$ cat src/rtl/generic_if_arbiter.sv
// Round-robin arbiter: one requester at a time owns the downstream valid/ready
// channel for a burst of up to MAX_BURST beats, then the pointer moves past it.
module generic_if_arbiter #(
  parameter int N_REQ     = 4,
  parameter int WIDTH     = 1,
  parameter int MAX_BURST = 4
) (
  input  logic                   i_clk,
  input  logic                   i_rst,
  input  logic [N_REQ-1:0]       i_req,
  input  logic [N_REQ-1:0]       i_last,
  input  logic [N_REQ*WIDTH-1:0] i_data,
  output logic [N_REQ-1:0]       o_gnt,
  output logic                   o_valid,
  output logic [WIDTH-1:0]       o_data,
  input  logic                   i_ready,
  output logic                   o_busy
);

  localparam int PW = $clog2(N_REQ);
  localparam int BW = $clog2(MAX_BURST + 1);

  localparam logic ST_IDLE = 1'b0;
  localparam logic ST_BUSY = 1'b1;

  logic             state_q, state_d;
  logic [PW-1:0]    ptr_q, ptr_d;
  logic [PW-1:0]    idx_q, idx_d;
  logic [BW-1:0]    beats_q, beats_d;
  logic [N_REQ-1:0] gnt_q, gnt_d;

  logic          found;
  logic [PW-1:0] sel;
  logic [PW-1:0] idx_nxt;
  logic [WIDTH-1:0] data_mux;
  logic          xfer, release_c;
  int            k;

  // First requester at or after ptr, wrapping modulo N_REQ (not necessarily a power of two).
  always_comb begin
    found = 1'b0;
    sel   = '0;
    k     = 0;
    for (int off = 0; off < N_REQ; off++) begin
      k = int'(ptr_q) + off;
      if (k >= N_REQ) k = k - N_REQ;
      if (!found && i_req[k]) begin
        found = 1'b1;
        sel   = PW'(k);
      end
    end
  end

  always_comb begin
    data_mux = '0;
    for (int j = 0; j < N_REQ; j++)
      if (PW'(j) == idx_q) data_mux = i_data[j*WIDTH +: WIDTH];
  end

  assign o_valid = (state_q == ST_BUSY) && i_req[idx_q];
  assign o_data  = (state_q == ST_BUSY) ? data_mux : '0;
  assign o_gnt   = gnt_q;
  assign o_busy  = state_q;

  assign xfer      = o_valid && i_ready;
  assign idx_nxt   = (idx_q == PW'(N_REQ - 1)) ? '0 : idx_q + PW'(1);
  // A withdrawn request releases without a beat; i_last on the capping beat is one release.
  assign release_c = !i_req[idx_q] ||
                     (xfer && (i_last[idx_q] || (beats_q + BW'(1) == BW'(MAX_BURST))));

  always_comb begin
    state_d = state_q;
    ptr_d   = ptr_q;
    idx_d   = idx_q;
    beats_d = beats_q;
    gnt_d   = gnt_q;
    if (state_q == ST_IDLE) begin
      if (found) begin
        state_d = ST_BUSY;
        idx_d   = sel;
        beats_d = '0;
        gnt_d   = '0;
        gnt_d[sel] = 1'b1;
      end
    end else if (release_c) begin
      state_d = ST_IDLE;
      ptr_d   = idx_nxt;
      beats_d = '0;
      gnt_d   = '0;
    end else if (xfer) begin
      beats_d = beats_q + BW'(1);
    end
  end

  always_ff @(posedge i_clk or negedge i_rst) begin
    if (!i_rst) begin
      state_q <= ST_IDLE;
      ptr_q   <= '0;
      idx_q   <= '0;
      beats_q <= '0;
      gnt_q   <= '0;
    end else begin
      state_q <= state_d;
      ptr_q   <= ptr_d;
      idx_q   <= idx_d;
      beats_q <= beats_d;
      gnt_q   <= gnt_d;
    end
  end

endmodule

$ cat config.mk
export PLATFORM = sky130hd
export DESIGN_NAME = generic_if_arbiter
export DESIGN_NICKNAME = d
export VERILOG_FILES = /design/src/rtl/generic_if_arbiter.sv
export SDC_FILE = /design/constraint.sdc
export NUM_CORES = 1
export LEC_CHECK = 0
export CAP_MARGIN = 20
export CORE_MARGIN = 2
export CORE_UTILIZATION = 49
export CTS_BUF_LIST = sky130_fd_sc_hd__clkbuf_8
export CTS_CLUSTER_SIZE = 14
export DETAILED_ROUTE_END_ITERATION = 10
export PLACE_DENSITY_LB_ADDON = 0.15
export SYNTH_ARGS = -nofsm -noshare
export SYNTH_HDL_FRONTEND = slang
export SYNTH_SLANG_ARGS = --single-unit
$ cat constraint.sdc
create_clock -name i_clk -period 2.4 [get_ports i_clk]
set_input_delay 0.72 -clock i_clk [delete_from_list [all_inputs] [get_ports i_clk]]
set_output_delay 0.72 -clock i_clk [all_outputs]
set_load 0.02 [all_outputs]
==> metrics.txt <==
outcome finished clean; mapped cell area ~830 um2; worst clock skew roughly 0.00059 ns; Netlist cell types 38; CP max stage delay ~0.25 ns; share of cells above drive strength 1 0.268; Worst path top cell family by delay buffers and inverters; first-pass GRT wire length between 3000 and 4000 um; final antenna-violating net count 0; worst skew pair latency between 0.2 and 0.25 ns; commonest cells after routing, fill and taps aside 17 x buf_4, 13 x clkdlybuf4s50_1, 12 x nand2_1, 12 x dfrtp_1; mean post-synth cell area about 9.4 um2; Top Ports 22; syn nets 110; Sink Count 12; largest net degree at the start of global routing 13; commonest non-fill, non-tap cell in the layout buf_4; core area about 0.0016 mm2; Syn. warnings 0; CP max-delay cell dlygate4sd2_1; critical path class in2out; Synth area leader dfrtp_1; fill count 107; setup TNS 0 ns; drt pass-1 iters 4; fin crit period around 2.3 ns; Lkg Pwr 0.593 nW; max-cap viol count 0; area grow syn2layout 47.3%; H-tree depth 1; final worst-path cycle share 0.976; Rows 14; Reg area about 300 um2; hold slack around 0.50 ns; CTS tree built; Global Route Usage Sum 0.231; Synth area leaders dfrtp_1 36%, ha_1 9.0%, nand2_1 5.4%, nand2b_1 4.5%, mux2_2 4.1%; Seq cells post-synth 12; IO Port Bufs 21; Synth Instances between 80 and 90; Peak Freq about 430 MHz; clock buffer depth 2; final wirelength between 2000 and 2500 um; Die Wd ~45 um; Starting Density 0.535; antenna violations before repair 0; Num CTS Buffers 3; vias in the first global route 811; crit-path max FO 3; First DRT Iteration DRCs 17; post-synth top area share 0.360; via count 780; Worst VDD drop around 790 uV; DRC Markers 0; Clock transition at path regs approximately 0.05 ns; CTS Root Cell clkbuf_8; Buf/Inv on CP 3; worst min-delay path category reg2reg; Chip Height between 40 and 50 um; post-synthesis sequential area ratio 0.360; Worst Setup End Kind output pin; critical path, cell by cell dlygate4sd2_1 -> mux2i_1 -> o22a_1 -> inv_1 -> buf_4; worst slew pin tran ~0.56 ns; Final Net Count between 100 and 150; power after layout roughly 0.0015 W; Multi-input gate area approximately 500 um2; Post-CTS Hold Fix Bufs 0; Critical Path AT roughly 1.6 ns; global route total overflow 0; postcts setup bufs 0; routed len/inst between 10 and 15 um; fin. max-slew vios 0; ANT cells 0; Final Setup Violations 0; Worst slew margin 0.623; total power divided by cell area roughly 1200 mW/mm2; Worst setup SP type primary input; die area between 0.002 and 0.0025 mm2; WP data required approximately 1.7 ns; Post-DP HPWL 1520 um; via/cell ratio about 5.5; global placer's final weighted congestion just under 0.8; Final Hold Viols 0
-- Yosys cell counts, drive strengths merged --
cell type,instances
a211oi,1
inv,6
nor4,1
a2111oi,1
nand3b,1
nor3,1
clkbuf,1
o21ai,3
ha,6
mux2,4
or4,1
dfrtp,12
o22a,1
and2,2
o41ai,1
mux2i,3
nor2b,1
o2bb2ai,1
o31ai,2
o32ai,1
or2,2
nand2b,6
a21oi,4
a22o,2
nand2,12
buf,2
and3,1
o221ai,1
a21boi,1
a21o,2
o21a,1
nor2,5
-- where the power goes --
| group | internal [W] | switching, W | total [W] | leakage (nW) |
|---|---|---|---|---|
| sequential | 0.000287 | 0.0000705 | 0.000358 | 0.154 |
| combinational | 0.000489 | 0.000429 | 0.000919 | 0.409 |
| clock | 0.000145 | 0.0000758 | 0.000221 | 0.0288 |
| total | 0.000921 | 0.000576 | 0.00150 | 0.593 |
-- cell families after synthesis --
group,Yosys count,share of synthesized area
AO/OA/AOI/OAI,22,0.198
adder cells (fa/ha/maj),6,0.0901
buffers and inverters,9,0.0510
flip-flops,12,0.360
multiplexers,7,0.0946
AND/OR/NAND/NOR,33,0.206
-- path summary, 6_finish.rpt --
kind	startpoint	depth (start not counted)	slack [ns]	to
max	i_req[2]	5	0.06	o_valid
min	o_gnt[2]	1	0.50	o_gnt[2]
max reg2reg	idx_q[1]	6	0.32	beats_q[2]
min reg2reg	o_gnt[2]	1	0.50	o_gnt[2]
max in group asynchronous	i_rst	1	1.19	o_gnt[2]
min in group asynchronous	i_rst	1	0.84	ptr_q[0]
-- registers in the layout, summed over array words and instances (netlist names) --
| name | count |
|---|---|
| beats_q | 3 |
| idx_q | 2 |
| o_busy | 1 |
| o_gnt | 4 |
| ptr_q | 2 |
-- per-layer routing --
metal / part of all wire / global-route usage
met5: 0 / 0
met4: 0.0039 / 0.0765
met3: 0.026 / 0.0440
met2: 0.52 / 0.423
met1: 0.45 / 0.266
-- through the flow --
| step | std cells | setup WS, ns | instance area, um2 | utilization |
|---|---|---|---|---|
| final | 143 | 0.0586 | 1230 | 0.787 |
| after CTS | 143 | -0.105 | 1220 | 0.780 |
| after global routing | 143 | -0.00697 | 1230 | 0.787 |
| after detailed placement | 139 | -0.604 | 1160 | 0.746 |
| after global placement | 139 | -0.587 | 1160 | 0.746 |
| after floorplan | 89 | 0.191 | 833 | - |
-- area by class of cell --
cell class,count,area share
multi-input cells,68,0.408
repair buffers,37,0.268
flip-flops and latches,12,0.245
clock buffers,4,0.0449
inverters,6,0.0183
well taps,16,0.0163
-- timing repair --
| action | 4_1_cts | 5_1_grt |
|---|---|---|
| setup endpoints to repair | 9 | 3 |
| pin swaps | 3 | 4 |
| gates resized for setup | 17 | 4 |
| hold endpoints to repair | 0 | 0 |
Power figures use the tool's default switching activity.
